<file path="config.mk">
export PLATFORM = sky130hd
export DESIGN_NAME = window_framer
export DESIGN_NICKNAME = d
export VERILOG_FILES = /design/src/rtl/window_framer.sv
export SDC_FILE = /design/constraint.sdc
export NUM_CORES = 1
export LEC_CHECK = 0
export ABC_AREA = 0
export CAP_MARGIN = 10
export CORE_ASPECT_RATIO = 0.5
export CORE_MARGIN = 2
export CORE_UTILIZATION = 49
export DETAILED_ROUTE_END_ITERATION = 8
export PLACE_DENSITY = 0.74
export SLEW_MARGIN = 20
export SYNTH_ARGS = -nofsm -noshare
export SYNTH_HDL_FRONTEND = slang
export SYNTH_SLANG_ARGS = --single-unit
</file>
<file path="constraint.sdc">
create_clock -name ipClk -period 3 [get_ports ipClk]
set_clock_uncertainty 0.2 [all_clocks]
set_input_delay 0.45 -clock ipClk [delete_from_list [all_inputs] [get_ports ipClk]]
set_output_delay 0.45 -clock ipClk [all_outputs]
set_load 0.005 [all_outputs]
</file>
<file path="src/rtl/window_framer.sv">
// window_framer: cuts a continuous sample stream into frames tagged with SoP/EoP.
// Ports:
//   ipClk, ipReset           clock, synchronous active-low reset
//   ipFrameLength/Count      frame size and number of frames (0 = continuous), latched on start
//   ipStart, ipStop          run control; stop takes effect at a frame boundary
//   ipInput_*/opInput_Ready  unframed input stream
//   opOutput_*/ipOutput_Ready framed output stream, one cycle behind the input
//   opBusy, opFrameDone, opConfigError, opFramesDone  status
module window_framer #(
    parameter int Width       = 16,
    parameter int LengthWidth = 12,
    parameter int CountWidth  = 16
) (
    input  logic                   ipClk,
    input  logic                   ipReset,
    input  logic [LengthWidth-1:0] ipFrameLength,
    input  logic [CountWidth-1:0]  ipFrameCount,
    input  logic                   ipStart,
    input  logic                   ipStop,
    input  logic [Width-1:0]       ipInput_Data,
    input  logic                   ipInput_Valid,
    output logic                   opInput_Ready,
    output logic                   opOutput_SoP,
    output logic                   opOutput_EoP,
    output logic [Width-1:0]       opOutput_Data,
    input  logic                   ipOutput_Ready,
    output logic                   opOutput_Valid,
    output logic                   opBusy,
    output logic                   opFrameDone,
    output logic                   opConfigError,
    output logic [CountWidth-1:0]  opFramesDone
);
    typedef enum logic [1:0] {IDLE, RUN, STOPPING} state_t;
    state_t state, state_n;
    logic draining, drain_n;
    logic [LengthWidth-1:0] len_q, idx;
    logic [CountWidth-1:0] count_q, frames_in, frames_done;
    logic in_ready, frame_done, config_error;
    logic out_valid, skid_valid, out_valid_n, skid_valid_n;
    // buffer entry layout: {sop, eop, data}
    logic [Width+1:0] out_word, skid_word, in_word;
    logic in_xfer, out_xfer, load_out, start_ok, idx_last, eop_in, last_frame;

    assign in_xfer    = ipInput_Valid & in_ready;
    assign out_xfer   = out_valid & ipOutput_Ready;
    assign load_out   = ~out_valid | ipOutput_Ready;
    assign start_ok   = (state == IDLE) & ipStart & ~ipStop & (ipFrameLength != '0);
    assign idx_last   = idx == len_q - 1'b1;
    assign eop_in     = in_xfer & idx_last;
    assign last_frame = (count_q != '0) & (frames_in == count_q - 1'b1);
    assign in_word    = {idx == '0, idx_last, ipInput_Data};

    // in_ready is registered as ~skid_valid, so the skid slot is always free when input is taken
    assign out_valid_n  = load_out ? (skid_valid | in_xfer) : out_valid;
    assign skid_valid_n = ~load_out & (skid_valid | in_xfer);

    always_comb begin
        state_n = state;
        drain_n = draining;
        if (state == IDLE) begin
            if (start_ok) begin
                state_n = RUN;
                drain_n = 1'b0;
            end
        end else begin
            if (state == RUN && ipStop) begin
                state_n = STOPPING;
                // already on a frame boundary: nothing more to take
                if (!in_xfer && idx == '0) drain_n = 1'b1;
            end
            if (eop_in && (last_frame || ipStop || state == STOPPING)) begin
                state_n = STOPPING;
                drain_n = 1'b1;
            end
            // leave only once the final sample has left the skid buffer
            if (drain_n && !out_valid_n && !skid_valid_n) state_n = IDLE;
        end
    end

    always_ff @(posedge ipClk) begin
        if (!ipReset) begin
            state        <= IDLE;
            draining     <= 1'b0;
            in_ready     <= 1'b0;
            out_valid    <= 1'b0;
            skid_valid   <= 1'b0;
            out_word     <= '0;
            skid_word    <= '0;
            frame_done   <= 1'b0;
            config_error <= 1'b0;
            len_q        <= '0;
            count_q      <= '0;
            idx          <= '0;
            frames_in    <= '0;
            frames_done  <= '0;
        end else begin
            state        <= state_n;
            draining     <= drain_n;
            in_ready     <= (state_n != IDLE) & ~drain_n & ~skid_valid_n;
            out_valid    <= out_valid_n;
            skid_valid   <= skid_valid_n;
            if (load_out & (skid_valid | in_xfer)) out_word <= skid_valid ? skid_word : in_word;
            if (~load_out & in_xfer) skid_word <= in_word;
            frame_done   <= out_xfer & out_word[Width];
            config_error <= (state == IDLE) & ipStart & ~ipStop & (ipFrameLength == '0);
            if (start_ok) begin
                len_q       <= ipFrameLength;
                count_q     <= ipFrameCount;
                idx         <= '0;
                frames_in   <= '0;
                frames_done <= '0;
            end else begin
                if (in_xfer) begin
                    idx <= idx_last ? '0 : idx + 1'b1;
                    if (idx_last) frames_in <= frames_in + 1'b1;
                end
                if (out_xfer & out_word[Width] & ~&frames_done) frames_done <= frames_done + 1'b1;
            end
        end
    end

    assign opInput_Ready  = in_ready;
    assign opOutput_Valid = out_valid;
    assign opOutput_SoP   = out_valid & out_word[Width+1];
    assign opOutput_EoP   = out_valid & out_word[Width];
    assign opOutput_Data  = out_word[Width-1:0];
    assign opBusy         = state != IDLE;
    assign opFrameDone    = frame_done;
    assign opConfigError  = config_error;
    assign opFramesDone   = frames_done;
endmodule
</file>
### Word level (Yosys, flattened, before mapping)

Index checks and enable logic that the tools add are counted.

* add/subtract/negate cells: 5
* equal/unequal tests: 4
* mux-type cells: 14
* bitwise operators: 25
* reductions and logical operators: 21

Operator list (count)
* 16-bit by 1-bit adder with 16-bit output, second input constant: 2
* 12-bit zero test: 2
* 18-bit two-way mux: 1
* 1-bit AND: 17
* 16-bit == test: 1
* 16-bit AND reduction: 1
* 16-bit nonzero test: 1
* 16-bit by 1-bit subtractor with 16-bit output, second input constant: 1
* 12-bit by 1-bit adder with 12-bit output, second input constant: 1
* 12-bit == test: 1
* 12-bit two-way mux: 1
* 12-bit nonzero test: 1
* 12-bit by 1-bit subtractor with 12-bit output, second input constant: 1
* 2-bit two-way mux: 5
* 1-bit two-way mux: 7
* 1-bit inverter: 6
* 1-bit logical AND: 5
* 1-bit zero test: 4
* 2-bit nonzero test: 2
* 2-bit by 1-bit == test with 1-bit output, second input constant: 1
* 2-bit == test, second input constant: 1
* 2-bit zero test: 1
* 1-bit logical OR: 2
* 1-bit OR: 2
* 2 further kinds: 2

* flip-flop bits (word level): 116
* output and inout bits: 39
* logic and storage cells: 83

### Longest topological paths before layout

Gate-level depths: netlist (run 1).

* word-level depth: 15
* gate-level depth with buffers: 13

### Worst setup path before layout (run 1)

No wires, ideal clock.

* path kind: register to register
* from: register count_q[0]
* to: register in_ready, in the netlist opInput_Ready
* data arrival time: 2.549 ns
* slack: 0.131 ns
* cell stages (with the launch flop): 12
* buffers on the path: 0
* clock period less this slack: 2.869 ns
* path through: dfxtp_1 > inv_1 > ha_1 > or3b_2 > nor3_1 > xnor2_1 > nand4_1 > or4_1 > nor3_1 > o21ai_1 > a211oi_2 > nor3_2

* longest elaborated chain between the ends: 15
* elaborated cells on any way between the ends: 19

Ends and longest elaborated chain
* start, declared: line 37 `logic [CountWidth-1:0] count_q, frames_in, frames_done;`
* start signal, assigned: line 108 `count_q <= ipFrameCount;`
* 16-bit by 1-bit subtractor with 16-bit output: line 50 `assign last_frame = (count_q != '0) & (frames_in == count_q - 1'b1);`
* 16-bit == test: line 50
* 1-bit AND *: line 50
* 1-bit logical OR * (2 in a row): line 71 `if (eop_in && (last_frame || ipStop || state == STOPPING)) begin`
* 1-bit logical AND *: line 71
* 1-bit two-way mux: line 71
* 1-bit two-way mux: line 60 `if (state == IDLE) begin`
* 1-bit logical AND (2 in a row): line 76 `if (drain_n && !out_valid_n && !skid_valid_n) state_n = IDLE;`
* 2-bit two-way mux: line 76
* 2-bit two-way mux: line 60
* 2-bit nonzero test: line 99 `in_ready <= (state_n != IDLE) & ~drain_n & ~skid_valid_n;`
* 1-bit AND * (2 in a row): line 99
* end signal, assigned: line 99
* end, declared: line 38 `logic in_ready, frame_done, config_error;`

Every way passes the cells marked *; elsewhere a longest branch is shown, timed or not. The select of a mux whose other input is x is not followed.
A chain may end at the register's enable or synchronous reset.

### Worst setup path after layout (run 1)

* from: register count_q[4]
* to: register in_ready, in the netlist opInput_Ready

The elaborated chain is that of the path after synthesis.

==> run metrics, run 1 <==
status complete, no violations; worst-margin pin slew 0.589 ns; post-DP HPWL 9840 um; gr ovfl total 0; Layout area overhead 30.6%; Worst Setup Slack, final 0.0799 ns; global-route wire length before repair 23,400 um; H-tree depth 4; CP delay by family, top simple AND/OR/NAND/NOR gates; top cell type's share of synthesized area 0.393; crit start category flop; Max VDD drop 0.331 mV; 1st-iter DRT viols 267; Ports 89; total CTS buffers 17; Clock transition at path regs 0.06 ns; number of global-route vias before repair 4,954; GP Congestion 0.864; Period Utilization, post-route 0.973; Yosys reg bits 116; Tot GR Track Use 0.224; CTS tree done; Bufs and invs on worst path 0; # DRC 0; Worst Setup SP count_q[4]$_SDFFE_PN0P_; Setup crit end opInput_Ready$_SDFF_PN0_; simple-gate share of the synthesized area 0.256; final hold vios 0; Filler cells 1,003; leakage 2.96 nW; depth of the worst register-to-register path 9; die height 81.6 um; number of flops mapped to enable cells by yosys 0; Primary FF master, synth dfxtp_1; Syn Area/Cell 8.39 um^2; core box area 11,800 um^2; clk root buf clkbuf_16; die width 159 um; DR WL/cell 14.5 um; r2r startpoint count_q[4]$_SDFFE_PN0P_; Setup WS pre-CTS -0.0471 ns; R2R Setup Slk 0.08 ns; Highest Clock Rate 342 MHz; final WL 14,100 um; die area 13,000 um^2; final setup fails 0; largest family of logic cells by synthesized area simple AND/OR/NAND/NOR gates; Worst path depth 9; vias per cell 5.29; synth top area cells dfxtp_1 (39%), nand2_1 (8.9%), a21boi_0 (5.5%), xnor2_1 (5.0%), xor2_1 (4.3%); # hold bufs at CTS 0; PortBufs 88; sequential cell area 2320 um^2; # diodes 0; min cycle time layout 2.92 ns; post-synthesis async set-or-reset flop share 0; # nets final 852; Critical Path AT 3.02 ns; Initial Util 0.501; Worst Setup Path Type flop to flop; via count 5,150; yosys warns 0; mux cell area share after synthesis 0.0375; Skew-Pair Late Insertion Delay 0.42 ns; pin count of the biggest net entering global routing 41; most frequent cell after synthesis nand2_1; Critical Path Sink Type flop; Syn Nets 761; fin util 0.655; crit-path max FO 6; reg2reg end opInput_Ready$_SDFF_PN0_; CP max stage delay 0.59 ns; CP Data Required Time 3.10 ns; top cells by count, synth nand2_1 (140), dfxtp_1 (116), nor2_1 (54), a21boi_0 (43), xnor2_1 (34); initial antenna violation count 0; Clock Path Buffers 2; critical path's slowest cell or4_4; largest area contributor in the netlist dfxtp_1; Netlist cell types 58; drt first pass iters 5; Slew Viols, Final 0; ratio of cells with drive above 1 in the final layout 0.118; worst path cell trace or4_4 > nor4b_4 > xnor2_1 > o211ai_1 > or4_4 > nor3_2 > o21ai_2 > a211oi_2 > nor3_2; Synth Area in Compound Gates 0.153; adder-cell share of the synthesized area 0.0148; Multi-input gate area 3370 um^2; Mapped Area 5900 um^2; Post-Syn Instances 704; clock sinks 116; xor/xnor share of the synthesized area 0.0935; max-cap violations 0; worst hold path type flop to flop; Pwr Density 555 nW/um^2; sequential area share after synthesis 0.393; row count 28; Tot Pwr 4.28 mW; Relative slew margins 0.607; antenna viol nets, final 0
flip-flops by register name, indices dropped and copies added (netlist names):
signal and cells:
skid_word 18, skid_valid 1, opConfigError 1, opInput_Ready 1
len_q 12, opFramesDone 16, out_word 18, state 2
frames_in 16, idx 12, opFrameDone 1, opOutput_Valid 1
count_q 16, draining 1
report_power, final:
group | switching [mW] | leakage (nW) | internal (mW)
Combinational | 0.235 | 1.73 | 0.262
Clock | 0.773 | 0.292 | 1.39
Sequential | 0.0364 | 0.939 | 1.58
Total | 1.04 | 2.96 | 3.24
per-layer routing:
| metal | up-vias | track usage | routed length (um) |
|---|---|---|---|
| li1 | 2583 | - | - |
| met1 | 2435 | 0.287 | 6670 |
| met2 | 116 | 0.372 | 6520 |
| met3 | 16 | 0.0561 | 750 |
| met4 | 0 | 0.0873 | 169 |
| met5 | - | 0 | 0 |
how the worst min path moves through the flow:
| stage | startpoint | end | slack, ns | depth (start not counted) |
|---|---|---|---|---|
| floorplan | skid_word[13]$_SDFFE_PN0P_ | skid_word[13]$_SDFFE_PN0P_ | 0.24 | 2 |
| global placement | skid_word[9]$_SDFFE_PN0P_ | skid_word[9]$_SDFFE_PN0P_ | 0.25 | 2 |
| detailed placement | skid_word[11]$_SDFFE_PN0P_ | skid_word[11]$_SDFFE_PN0P_ | 0.26 | 2 |
| CTS | skid_word[11]$_SDFFE_PN0P_ | skid_word[11]$_SDFFE_PN0P_ | 0.27 | 2 |
| global route | skid_word[15]$_SDFFE_PN0P_ | skid_word[15]$_SDFFE_PN0P_ | 0.29 | 2 |
| finish | skid_word[11]$_SDFFE_PN0P_ | skid_word[11]$_SDFFE_PN0P_ | 0.26 | 2 |
placed cells by master (no fill, tap or decap), drive strengths merged, types with 19 or more instances in the layout:
| cell type | Yosys | layout |
|---|---|---|
| nor2 | 54 | 54 |
| xnor2 | 34 | 34 |
| nand3 | 19 | 19 |
| a21boi | 43 | 43 |
| o211a | 19 | 19 |
| o21ai | 21 | 21 |
| buf | 21 | 33 |
| xor2 | 29 | 29 |
| clkdlybuf4s50 | 0 | 87 |
| dfxtp | 116 | 116 |
| mux2i | 21 | 21 |
| nand2 | 140 | 140 |
metrics by stage:
step           hold slack, ns  area (um^2)  std cells  TNS (ns)
5_1_grt                 0.291         7710        973   -0.0469
4_1_cts                 0.266         7620        971         0
3_3_place_gp            0.249         6970        939         0
3_5_place_dp            0.259         6970        939   -0.0560
6_report                0.263         7710        973         0
2_1_floorplan           0.243         5900        704         0
cell type report:
| type | count | share of cell area |
|---|---|---|
| Timing Repair Buffer | 120 | 0.146 |
| Multi-Input combinational cell | 525 | 0.436 |
| Inverter | 15 | 0.00730 |
| Clock buffer | 17 | 0.0552 |
| Tap cell | 165 | 0.0268 |
| Clock inverter | 15 | 0.0268 |
| Sequential cell | 116 | 0.301 |
timing repair:
item | CTS | global route
setup buffers | 0 | 2
setup endpoints to repair | 2 | 9
resized for setup | 4 | 15
cloned | 0 | 0
pin swaps | 0 | 3
worst reg2reg max path: cells and delay by family, from the launching register on:
kind	cells	cell delay, ns
simple gates	5	1.61
xor+xnor	1	0.17
compound gates	3	0.46
flops	1	0.36
logic make-up (layout without fill, tap and decap cells):
logic type	after synthesis	count (layout)
and+or+nand+nor	310	310
AOI/OAI and AO/OA	123	123
DFF	116	116
xor gates and xnor gates	63	63
buffers and inverters	63	167
muxes	22	22
adders and majority gates	7	7
Note: power is estimated with default switching activity, not from simulation.
==> run 2, diff against run 1 <==
CAP_MARGIN = not set   (was 10)
==> results of run 2 <==
No change in the layout: final DEF, timing and power equal those of run 1.
